**config.mk**
```make
export PLATFORM = sky130hd
export DESIGN_NAME = imm_encoder_flat
export DESIGN_NICKNAME = d
export VERILOG_FILES = /design/src/rtl/imm_encoder_if.sv /design/src/rtl/imm_encoder.sv /design/src/flat_wrapper.sv
export SDC_FILE = /design/constraint.sdc
export NUM_CORES = 1
export LEC_CHECK = 0
export CELL_PAD_IN_SITES_DETAIL_PLACEMENT = 0
export CELL_PAD_IN_SITES_GLOBAL_PLACEMENT = 1
export CORE_UTILIZATION = 37
export CTS_BUF_LIST = sky130_fd_sc_hd__clkbuf_4 sky130_fd_sc_hd__clkbuf_8
export DETAILED_ROUTE_END_ITERATION = 10
export PLACE_DENSITY_LB_ADDON = 0.1
export SKIP_CTS_REPAIR_TIMING = 1
export SYNTH_ARGS = -nofsm -noshare
export SYNTH_HDL_FRONTEND = slang
export SYNTH_SLANG_ARGS = --single-unit
```
**constraint.sdc**
```tcl
create_clock -name clk -period 1.45 [get_ports clk]
set_input_delay 0.145 -clock clk [delete_from_list [all_inputs] [get_ports clk]]
set_output_delay 0.145 -clock clk [all_outputs]
set_load 0.01 [all_outputs]
```
**src/rtl/imm_encoder_if.sv**
```systemverilog
// Request/response handshake bundle for the immediate encoder.
// The master side issues requests and consumes results; the slave side is the encoder.
interface imm_encoder_if;
    logic        in_valid;
    logic        in_ready;
    logic [31:0] in_instr;
    logic [31:0] in_imm;
    logic [2:0]  in_imm_type;
    logic        out_valid;
    logic        out_ready;
    logic [31:0] out_instr;
    logic [2:0]  out_err;

    modport master (
        output in_valid, in_instr, in_imm, in_imm_type, out_ready,
        input  in_ready, out_valid, out_instr, out_err
    );

    modport slave (
        input  in_valid, in_instr, in_imm, in_imm_type, out_ready,
        output in_ready, out_valid, out_instr, out_err
    );
endinterface

```
**src/rtl/imm_encoder.sv**
```systemverilog
// Two-stage RV32I immediate encoder: patches an immediate into a base instruction word
// and flags range, alignment and type errors, with saturating hand-off statistics.
module imm_encoder #(
    parameter int CNT_W = 16
) (
    input  logic             clk,
    input  logic             rst_n,
    imm_encoder_if.slave     bus,
    input  logic             clr_cnt,
    output logic [CNT_W-1:0] cnt_done,
    output logic [CNT_W-1:0] cnt_err
);

    localparam logic [2:0] TYPE_I = 3'b000;
    localparam logic [2:0] TYPE_S = 3'b001;
    localparam logic [2:0] TYPE_B = 3'b010;
    localparam logic [2:0] TYPE_J = 3'b011;
    localparam logic [2:0] TYPE_U = 3'b100;

    localparam logic [CNT_W-1:0] CNT_ONE = {{(CNT_W-1){1'b0}}, 1'b1};
    localparam logic [CNT_W-1:0] CNT_MAX = {CNT_W{1'b1}};

    logic        s1_valid;
    logic [31:0] s1_instr;
    logic [31:0] s1_imm;
    logic [2:0]  s1_type;
    logic        s1_range_err;
    logic        s1_align_err;
    logic        s1_type_err;

    logic        s2_valid;
    logic [31:0] s2_instr;
    logic [2:0]  s2_err;

    logic        in_range_err;
    logic        in_align_err;
    logic        in_type_err;
    logic [31:0] patched;

    logic        s2_load;
    logic        s1_load;
    logic        out_hs;

    assign s2_load = !s2_valid || bus.out_ready;
    assign s1_load = !s1_valid || s2_load;
    assign out_hs  = s2_valid && bus.out_ready;

    assign bus.in_ready  = s1_load;
    assign bus.out_valid = s2_valid;
    assign bus.out_instr = s2_instr;
    assign bus.out_err   = s2_err;

    // Error flags are resolved on the raw request so S2 only has to do field placement.
    always_comb begin
        in_range_err = 1'b0;
        in_align_err = 1'b0;
        in_type_err  = 1'b0;
        case (bus.in_imm_type)
            TYPE_I, TYPE_S: begin
                in_range_err = bus.in_imm != {{20{bus.in_imm[11]}}, bus.in_imm[11:0]};
            end
            TYPE_B: begin
                in_range_err = bus.in_imm != {{19{bus.in_imm[12]}}, bus.in_imm[12:0]};
                in_align_err = bus.in_imm[0];
            end
            TYPE_J: begin
                in_range_err = bus.in_imm != {{11{bus.in_imm[20]}}, bus.in_imm[20:0]};
                in_align_err = bus.in_imm[0];
            end
            TYPE_U: begin
                in_range_err = |bus.in_imm[11:0];
            end
            default: begin
                in_type_err = 1'b1;
            end
        endcase
    end

    always_comb begin
        patched = s1_instr;
        case (s1_type)
            TYPE_I: begin
                patched[31:20] = s1_imm[11:0];
            end
            TYPE_S: begin
                patched[31:25] = s1_imm[11:5];
                patched[11:7]  = s1_imm[4:0];
            end
            TYPE_B: begin
                patched[31]    = s1_imm[12];
                patched[30:25] = s1_imm[10:5];
                patched[11:8]  = s1_imm[4:1];
                patched[7]     = s1_imm[11];
            end
            TYPE_J: begin
                patched[31]    = s1_imm[20];
                patched[30:21] = s1_imm[10:1];
                patched[20]    = s1_imm[11];
                patched[19:12] = s1_imm[19:12];
            end
            TYPE_U: begin
                patched[31:12] = s1_imm[31:12];
            end
            default: begin
            end
        endcase
    end

    always_ff @(posedge clk or negedge rst_n) begin
        if (!rst_n) begin
            s1_valid     <= 1'b0;
            s1_instr     <= '0;
            s1_imm       <= '0;
            s1_type      <= '0;
            s1_range_err <= 1'b0;
            s1_align_err <= 1'b0;
            s1_type_err  <= 1'b0;
        end else if (s1_load) begin
            s1_valid <= bus.in_valid;
            if (bus.in_valid) begin
                s1_instr     <= bus.in_instr;
                s1_imm       <= bus.in_imm;
                s1_type      <= bus.in_imm_type;
                s1_range_err <= in_range_err;
                s1_align_err <= in_align_err;
                s1_type_err  <= in_type_err;
            end
        end
    end

    // Payload only moves when a real item arrives, so a stalled result stays put.
    always_ff @(posedge clk or negedge rst_n) begin
        if (!rst_n) begin
            s2_valid <= 1'b0;
            s2_instr <= '0;
            s2_err   <= '0;
        end else if (s2_load) begin
            s2_valid <= s1_valid;
            if (s1_valid) begin
                s2_instr <= patched;
                s2_err   <= {s1_type_err, s1_align_err, s1_range_err};
            end
        end
    end

    always_ff @(posedge clk or negedge rst_n) begin
        if (!rst_n) begin
            cnt_done <= '0;
            cnt_err  <= '0;
        end else if (clr_cnt) begin
            cnt_done <= '0;
            cnt_err  <= '0;
        end else if (out_hs) begin
            if (cnt_done != CNT_MAX) begin
                cnt_done <= cnt_done + CNT_ONE;
            end
            if ((s2_err != 3'b000) && (cnt_err != CNT_MAX)) begin
                cnt_err <= cnt_err + CNT_ONE;
            end
        end
    end

endmodule

```
**src/flat_wrapper.sv**
```systemverilog
// flat-port wrapper written by rule: the top's interface ports become plain ports
module imm_encoder_flat 
#(
    parameter int CNT_W = 16
)
  (clk, rst_n, clr_cnt, cnt_done, cnt_err, bus_in_valid, bus_in_instr, bus_in_imm, bus_in_imm_type, bus_out_ready, bus_in_ready, bus_out_valid, bus_out_instr, bus_out_err);
  imm_encoder_if bus_i ();
  input  logic clk;
  input  logic rst_n;
  input  logic clr_cnt;
  output logic [CNT_W-1:0] cnt_done;
  output logic [CNT_W-1:0] cnt_err;
  input wire logic [$bits(bus_i.in_valid)-1:0] bus_in_valid;
  input wire logic [$bits(bus_i.in_instr)-1:0] bus_in_instr;
  input wire logic [$bits(bus_i.in_imm)-1:0] bus_in_imm;
  input wire logic [$bits(bus_i.in_imm_type)-1:0] bus_in_imm_type;
  input wire logic [$bits(bus_i.out_ready)-1:0] bus_out_ready;
  output wire logic [$bits(bus_i.in_ready)-1:0] bus_in_ready;
  output wire logic [$bits(bus_i.out_valid)-1:0] bus_out_valid;
  output wire logic [$bits(bus_i.out_instr)-1:0] bus_out_instr;
  output wire logic [$bits(bus_i.out_err)-1:0] bus_out_err;
  assign bus_i.in_valid = bus_in_valid;
  assign bus_i.in_instr = bus_in_instr;
  assign bus_i.in_imm = bus_in_imm;
  assign bus_i.in_imm_type = bus_in_imm_type;
  assign bus_i.out_ready = bus_out_ready;
  assign bus_in_ready = bus_i.in_ready;
  assign bus_out_valid = bus_i.out_valid;
  assign bus_out_instr = bus_i.out_instr;
  assign bus_out_err = bus_i.out_err;
  imm_encoder #(.CNT_W(CNT_W)) u_core (.clk(clk), .rst_n(rst_n), .bus(bus_i), .clr_cnt(clr_cnt), .cnt_done(cnt_done), .cnt_err(cnt_err));
endmodule
```
==> reports/results.txt, run 1 <==
From left edge to right edge, the die measures 135 um. For met1 alone, demand over resource in global routing was 25.7%. Summed over all layers, the global routing overflow is 0. The HPWL after detailed placement is 13,200 um. STA puts the critical path data required time at 1780 ps. The final reports fail on negative setup slack. The tools report the part of the Yosys area used for sequential elements as 53.3%. Category of cells accounting for the largest share of critical-path delay: flip-flops.

In this design, the stage delay of the slowest critical-path cell is 400 ps. STA classifies the critical path startpoint as a register. The critical path buffer and inverter count is 1. The minimum setup slack among reg-to-reg paths is -200 ps, and the count of cell types in the netlist is 54. In this run, CTS created clock tree buffers numbering 17. The worst flop-to-flop path endpoint is u_core.cnt_done[4]$_DFFE_PN0P_. The average routed wire per standard cell was 17.7 um. The most instantiated flip-flop cell in the synthesis netlist was sky130_fd_sc_hd__dfrtp_1. For this configuration, the core starts out at a cell density of 37.9%. The worst register-to-register path has a depth of 7. The die covers 18,200 um^2.

In this run the worst setup path begins at u_core.cnt_done[1]$_DFFE_PN0P_. The tools report the number of buffers between clock root and the deepest sink as 2. CTS H-tree depth: 4.

The fraction of layout cells with a size suffix above 1 was 42.7%; the via count normalized by instance count was 5.06. The routed design has 19,500 um of wire. Before antenna repair, the detailed router went through 4 iterations. Cell type of the slowest stage on the worst timing path: sky130_fd_sc_hd__dfrtp_1. The clock period minus final worst setup slack works out to 1650 ps. At the pin with the least slew margin, the transition time is 555 ps. In this run the power density over the cells is 1050 nW/um^2.

For the part of the total power dissipated in the clock network, the log shows 29.6%. Routing usage on met3: 4.35%. STA classifies the critical path endpoint as a register. The run gives 1,106 as the non-filler instance count after layout. Entering global routing, the biggest net connects 38 pins.

The logs give 0 for the number of max-capacitance violations reported and 0.0115 W for the total power. The final setup slack of the worst path is -199 ps, and the I/O pin total is 141. The run gives 0 as the initial antenna violation count. The post-synthesis net count was 655; the worst max-slew margin expressed relative to the limit was 62.9%.

The register bit count reported by yosys was 139; the first-iteration detailed-routing DRC count was 256. At the later pin of the worst-skew pair, clock insertion delay measures 450 ps. Capturing element of the worst setup path: u_core.cnt_done[4]$_DFFE_PN0P_. For the final database, setup skew stands at 10.9 ps. The share of total power in sequential cells is 42.3%, and the internal power component is 0.00806 W.

For this design the total switching power over the nets is 0.00343 W. The via count of the first global-routing pass came out at 5,463. The die span in y works out to 135 um. The layer flagged by global routing as most heavily used is met2. The worst min-delay path category is input port to register.

The critical path runs through a total of 7 cells. For the placer congestion estimate, the log shows 0.838. The setup violation total in the final timing report was 94. Combinational logic burns 28.2% of the power. Counting flops with an async set or reset pin after synthesis yields a share of 100%. For the max-slew violation count, the log shows 0.

Global routing used 35.4% of the available met2 tracks. The core region is 17,200 um^2. The standard-cell row count was 48; the maximum clock frequency was 606 MHz.

In this run switching power makes up 29.8% of total power. The synthesized design contains 0 enable-type register cells. For the antenna diode instance count, the log shows 0. The tools report the final-stage net count as 942. Relative to the synthesized area, the layout overhead comes to 67.4%.

After clock tree synthesis, the clock-pin slew on the worst setup and hold paths is 80 ps. The tools report the post-synth design cell area as 6530 um^2. Of all nets on the critical path, the largest fanout is 6.

The cell count after synthesis came out at 581. The final route contains 5,595 vias. The wire length of the first global-routing pass was 28,400 um; the number of buffer cells added on primary ports was 140. CTS saw 139 sinks. The run finished, with violations left. The layout filler cell count is 1,343. The count of nets left with antenna violations once routing finished came out at 0. TritonCTS built the clock tree.

For the final routed database, the setup TNS stands at -5390 ps. The average cell area after synthesis was 11.2 um^2; the worst ir drop on vdd was 0.703 mV. Setup repair after global routing could not meet its margin everywhere. For the remaining design rule violation count, the log shows 0. At the worst endpoint, the arrival time is 1980 ps. The tree is rooted in a sky130_fd_sc_hd__clkbuf_8. The static leakage was 5.64 nW.

The signal on the critical path passes through ha_2 -> and3_4 -> nand4_4 -> buf_6 -> o211ai_1 -> xor2_1 -> nor2_1. The tools report the hold violation total from the final report as 0. The tools report the worst reg2reg path startpoint as u_core.cnt_done[1]$_DFFE_PN0P_. The sequential cells in the finished layout cover a total of 3500 um^2. The area of combinational cells with multiple inputs is 3660 um^2. The setup path with the least slack is of type register to register.

For this run, the number of Yosys warnings is 0. Once placement completed, the tool counted placed cells totaling 1,034. The all-layer global routing usage was 20.4%; the final cycle utilization of the critical path was 114%.
-- logic make-up after synthesis --
group	share of synthesized area [%]
buffers and inverters	2.70
adders and majority gates	0.383
AOI/OAI and AO/OA	9.47
DFF	53.3
xor gates and xnor gates	3.89
and+or+nand+nor	15.0
muxes	15.2
-- through the flow --
step / hold slack [ps] / area, um^2 / utilization (%) / setup slack [ps]
detailed placement: 70.2 / 9310 / 54.0 / -645
finish: 111 / 10900 / 63.4 / -199
floorplan: -151 / 6830 / - / -144
global placement: 69.9 / 9310 / 54.0 / -674
global route: 102 / 10900 / 63.4 / -280
CTS: -428 / 9730 / 56.5 / -471
-- power by group through the flow --
stage | Combinational, W | Clock (W) | Sequential (W)
6_report | 0.00324 | 0.00340 | 0.00485
5_1_grt | 0.00346 | 0.00367 | 0.00493
4_1_cts | 0.00285 | 0.00347 | 0.00483
3_5_place_dp | 0.00284 | 0 | 0.00490
3_3_place_gp | 0.00280 | 0 | 0.00488
2_1_floorplan | 0.00124 | 0 | 0.00494
-- worst register-to-register path, cell delays in order (launching register included) --
cell and delay [ps]:
sky130_fd_sc_hd__dfrtp_1 400, sky130_fd_sc_hd__ha_2 200, sky130_fd_sc_hd__and3_4 200, sky130_fd_sc_hd__nand4_4 100, sky130_fd_sc_hd__buf_6 170, sky130_fd_sc_hd__o211ai_1 220, sky130_fd_sc_hd__xor2_1 190, sky130_fd_sc_hd__nor2_1 60
-- area by class of cell --
cell class | count | area share, %
Tap cell | 225 | 2.58
Sequential cell | 139 | 32.0
Timing Repair Buffer | 294 | 27.9
Clock inverter | 15 | 1.72
Clock buffer | 17 | 2.14
Multi-Input combinational cell | 411 | 33.5
Inverter | 5 | 0.206
-- flip-flops by register name (all words and copies together), names as in the netlist --
name,count
u_core.bus.out_err,3
u_core.bus.out_instr,32
u_core.bus.out_valid,1
u_core.cnt_done,16
u_core.cnt_err,16
u_core.s1_align_err,1
u_core.s1_imm,32
u_core.s1_instr,32
u_core.s1_range_err,1
u_core.s1_type,3
u_core.s1_type_err,1
u_core.s1_valid,1
-- layout by cell type (no fill, tap or decap), types with 12 or more instances in the layout --
master,Yosys,routed
sky130_fd_sc_hd__buf_4,2,113
sky130_fd_sc_hd__buf_6,5,25
sky130_fd_sc_hd__clkbuf_8,0,17
sky130_fd_sc_hd__clkdlybuf4s50_1,0,63
sky130_fd_sc_hd__dfrtp_1,139,121
sky130_fd_sc_hd__dfrtp_2,0,18
sky130_fd_sc_hd__dlymetal6s2s_1,0,70
sky130_fd_sc_hd__mux2_2,75,18
sky130_fd_sc_hd__mux2_4,0,57
sky130_fd_sc_hd__mux2i_1,15,15
sky130_fd_sc_hd__nand2_1,50,44
sky130_fd_sc_hd__nor2_1,55,44
sky130_fd_sc_hd__o21ai_0,43,28
sky130_fd_sc_hd__o21ai_1,0,13
sky130_fd_sc_hd__xnor2_1,14,12
sky130_fd_sc_hd__xor2_1,15,15
-- per-layer routing --
metal	vias up	routed length (um)
li1	2659	-
met1	2816	8640
met2	107	10100
met3	13	649
met4	0	138
met5	-	0
-- synthesized netlist by cell type, drive strengths merged, types with 2 or more instances --
master	count	area share, %
mux2i	15	2.3
nor4b	2	0.27
nand4	13	1.8
nand2b	5	0.48
xor2	15	2.0
a21oi	21	1.8
nand4b	2	0.27
or2	2	0.19
and2	2	0.19
buf	14	1.6
or3	2	0.19
nor2b	3	0.29
nor4	14	1.6
and3	4	0.40
mux2	75	13
and4	2	0.31
inv	4	0.23
clkbuf	14	0.80
a211oi	6	0.69
or4	3	0.34
nor3b	3	0.34
dfrtp	139	53
o21bai	4	0.46
nor3	10	0.84
a22oi	2	0.23
o2111ai	3	0.40
a22o	4	0.54
ha	2	0.38
nand2	51	3.0
a21o	4	0.46
o31ai	2	0.23
nand3	14	1.1
xnor2	14	1.9
o21ai	45	3.6
o211ai	5	0.57
nor2	55	3.2
-- worst min path at each step --
stage,to,cells past startpoint,slack [ps],start
2_1_floorplan,u_core.bus.out_err[0]$_DFFE_PN0P_,0,-150,rst_n
3_3_place_gp,u_core.cnt_done[10]$_DFFE_PN0P_,1,70,rst_n
3_5_place_dp,u_core.cnt_done[10]$_DFFE_PN0P_,1,70,rst_n
4_1_cts,u_core.cnt_done[10]$_DFFE_PN0P_,1,-430,rst_n
5_1_grt,u_core.s1_imm[19]$_DFFE_PN0P_,3,100,bus_in_imm[19]
6_report,u_core.s1_imm[19]$_DFFE_PN0P_,3,110,bus_in_imm[19]
No activity file was read; power rests on OpenSTA's default activity.
==> run 2: changes to the inputs <==
==> constraint.sdc (replaced) <==
create_clock -name clk -period 1.45 [get_ports clk]
set_input_delay 0.29 -clock clk [delete_from_list [all_inputs] [get_ports clk]]
set_output_delay 0.29 -clock clk [all_outputs]
set_load 0.01 [all_outputs]
==> reports/results.txt, run 2 (same netlist as run 1, synthesis figures left out) <==
The maximum cell stage delay along the critical path works out to 400 ps (about the same). The tools report the number of buffers between clock root and the deepest sink as 2 (unchanged). The via count of the first global-routing pass is 5,745 (+5.2%). Die span in y: 135 um (unchanged). The tools report the hold-critical path endpoint as u_core.s1_imm[17]$_DFFE_PN0P_. Traced cell by cell, the critical path runs through ha_2 -> and3_4 -> nand4_4 -> buf_6 -> o211ai_1 -> xor2_1 -> nor2_1. The flow ran to the end, but the final reports show violations. Power per cell area: 1030 nW/um^2 (-2.1%). From synthesis to final layout, the design area changed by 68.2%.

STA classifies the critical path endpoint as a register. The tools report the detailed-route via count as 5,609 (+0.25%). The final HPWL from detailed placement was 13,300 um (+0.99%). The remaining design rule violation count is 0 (unchanged), and the slew at the pin with the worst max-slew slack is 424 ps (-130 ps).

Length of the first detailed-routing pass in iterations: 4 (unchanged). The cell sitting at the root of the clock tree is a sky130_fd_sc_hd__clkbuf_8. Number of instances on the worst hold path: 3 (unchanged). STA classifies the critical path startpoint as a register. In this run the critical register-to-register path is launched from u_core.cnt_done[1]$_DFFE_PN0P_. Wire length of the first global-routing pass: 28,700 um (+0.87%). The endpoint required time on the critical path is 1780 ps (about the same). The CTS H-tree depth is 4 (unchanged), and the fraction of power spent switching nets is 29.6% (-0.19 points). For the post-detailed-route count of antenna-violating nets, the log shows 0 (unchanged). The pin count of the biggest net entering global routing came out at 41 (+7.9%).

The run gives 106 (+13%) as the setup violation total in the final timing report. The global routing stage identified its most utilized layer as met2. All-layer global routing usage: 20.5% (+0.11 points). First-iteration detailed-routing DRC count: 238 (-7.0%). For the latest clock arrival within the worst-skew pair, the log shows 450 ps (about the same).

The tools report the antenna diode instance count as 0 (unchanged). The total length of routed wires was 19,000 um (-2.5%). The category of the critical setup timing path was register to register.

The placer congestion estimate was 0.866 (+3.3%); the max-slew violation count was 0 (unchanged). The most common cell after layout, fill and taps aside is sky130_fd_sc_hd__dfrtp_1. Cell type of the slowest stage on the worst timing path: sky130_fd_sc_hd__dfrtp_1. The share of total power in sequential cells was 42.9% (+0.6 points); the standard-cell row count was 48 (unchanged). The logs give 1,378 (+2.6%) for the layout filler cell count and 2030 ps (+50 ps) for the data arrival at the endpoint of the critical path. Critical hold path startpoint: bus_in_imm[17]. The TritonCTS buffer count came out at 17 (unchanged). The initial antenna violation count was 0 (unchanged). Setup repair after global routing could not meet its margin everywhere.

Fraction of layout cells with a size suffix above 1: 45.8% (+3.1 points). The tools report the minimum setup slack among reg-to-reg paths as -250 ps (-50 ps). The logs give -755 ps (-110 ps) for the worst-case setup slack after placement and 0 (unchanged) for the hold violation total from the final report. The number of buffer cells added on primary ports is 140 (unchanged), and the initial core utilization is 37.9% (unchanged). The final cycle utilization of the critical path came out at 117% (+3.2 points). The run gives 141 (unchanged) as the I/O pin total.

The part of the total power dissipated in the clock network is 28.6% (-1.0 points), and the worst max-slew margin expressed relative to the limit is 71.5% (+8.5 points). The final-stage net count was 959 (+1.8%). Worst ir drop on vdd: 0.587 mV (-17%). The average routed wire per standard cell came out at 17.0 um (-4.0%).

The tools report the setup clock skew after layout as 13.5 ps (+2.62 ps). Via count normalized by instance count: 4.99 (-1.3%). The worst hold path belongs to the class input port to register.

The clock period minus final worst setup slack was 1700 ps (+45.7 ps). The logs give 28.5% (+0.3 points) for the combinational cell fraction of total power and 139 (unchanged) for the sink count of the clock tree. The run gives 0.00795 W (-1.3%) as the internal power component. TritonCTS built the clock tree.

Leaving out fill and tap cells, the most frequent cells in the layout are 123 x sky130_fd_sc_hd__dfrtp_1, 110 x sky130_fd_sc_hd__buf_4, 69 x sky130_fd_sc_hd__buf_6. The tools report the placeable core area as 17,200 um^2 (unchanged). The checks that failed: negative setup slack. For the met2 global-route usage, the log shows 36.7% (+1.3 points). The floorplan die width came out at 135 um (unchanged). The switching power was 0.00335 W (-2.2%); the biggest fanout along the worst timing path was 8 (+2). Clock edge transition at the registers on the reported setup and hold paths: 90 ps (about the same).

The final setup slack of the worst path is -245 ps (-45.7 ps), and the remaining global-route overflow is 0 (unchanged). The run gives 590 MHz (-2.7%) as the maximum clock frequency. The static leakage is 5.35 nW (-5.1%). The tools report the worst flop-to-flop path endpoint as u_core.cnt_done[2]$_DFFE_PN0P_. The run gives 0 (unchanged) as the number of max-capacitance violations reported. The count of cells along the worst register-to-register path came out at 7 (unchanged). The routing usage on met3 is 4.62% (+0.26 points).

For the global routing met1 resource utilization, the log shows 24.4% (-1.3 points). The run gives 18,200 um^2 (unchanged) as the overall die area. The summed negative setup slack over all endpoints was -6950 ps (-1560 ps).
run 2: cell count changes in the layout (fill, tap and decap cells not counted), moves of 3 or more:
cell                              change
sky130_fd_sc_hd__buf_4                -3
sky130_fd_sc_hd__clkdlybuf4s50_1     -11
sky130_fd_sc_hd__mux2_2               +6
sky130_fd_sc_hd__mux2_4               -6
sky130_fd_sc_hd__clkbuf_2             +8
sky130_fd_sc_hd__buf_6               +44
sky130_fd_sc_hd__nor2_1               +4
sky130_fd_sc_hd__dlymetal6s2s_1      -17
sky130_fd_sc_hd__nor2_2               -3
run 2: worst max path at each step:
stage                                      endpoint  depth (start not counted)                        startpoint  slack, ps
finish               u_core.cnt_done[2]$_DFFE_PN0P_                          7    u_core.cnt_done[1]$_DFFE_PN0P_       -250
global route        u_core.cnt_done[13]$_DFFE_PN0P_                          6    u_core.cnt_done[1]$_DFFE_PN0P_       -340
CTS                                    bus_in_ready                          2  u_core.bus.out_valid$_DFFE_PN0P_       -630
detailed placement  u_core.s1_range_err$_DFFE_PN0P_                          6                    bus_in_imm[28]       -750
global placement    u_core.s1_range_err$_DFFE_PN0P_                          6                    bus_in_imm[28]       -830
floorplan           u_core.cnt_done[11]$_DFFE_PN0P_                          7    u_core.cnt_done[1]$_DFFE_PN0P_       -140
run 2: final cells by class:
cell class	instances	area, um^2	share of cell area [%]
multi-input combinational	410	3580	32.6
clock buffer	18	248	2.26
tap	225	282	2.56
timing repair buffer	312	3190	29.1
inverter	5	18.8	0.171
sequential	139	3500	31.8
clock inverter	14	161	1.47
run 2: power by group through the flow:
| stage | Clock, W | Sequential [W] | Combinational, W |
|---|---|---|---|
| after floorplan | 0 | 0.00494 | 0.00124 |
| after global placement | 0 | 0.00489 | 0.00285 |
| after detailed placement | 0 | 0.00490 | 0.00290 |
| after CTS | 0.00336 | 0.00483 | 0.00291 |
| after global routing | 0.00351 | 0.00493 | 0.00346 |
| final | 0.00324 | 0.00485 | 0.00322 |
run 2: per-stage QoR:
step	instances	hold WS [ps]	cell area [um^2]	util (%)	power, W
final	1123	248	11000	63.7	0.0113
after CTS	1083	-306	9890	57.4	0.0111
after floorplan	581	-5.59	6830	-	0.00618
after global placement	1051	187	9480	55.0	0.00774
after detailed placement	1051	186	9480	55.0	0.00780
after global routing	1123	236	11000	63.7	0.0119
run 2: routing by layer:
layer  up-vias  wire (um)  share of wire, %
met5         -          0                 0
met4         0        304               1.6
met3        20        607               3.2
met2       120      10100                53
met1      2785       8040                42
li1       2684          -                 -
run 2: critical path: cells and delay by family (launching register included):
kind	cells	cell delay (ps)
compound gates	1	250
xor+xnor	1	220
fa+ha+maj	1	200
buf+inv	1	160
flops	1	400
simple gates	3	350
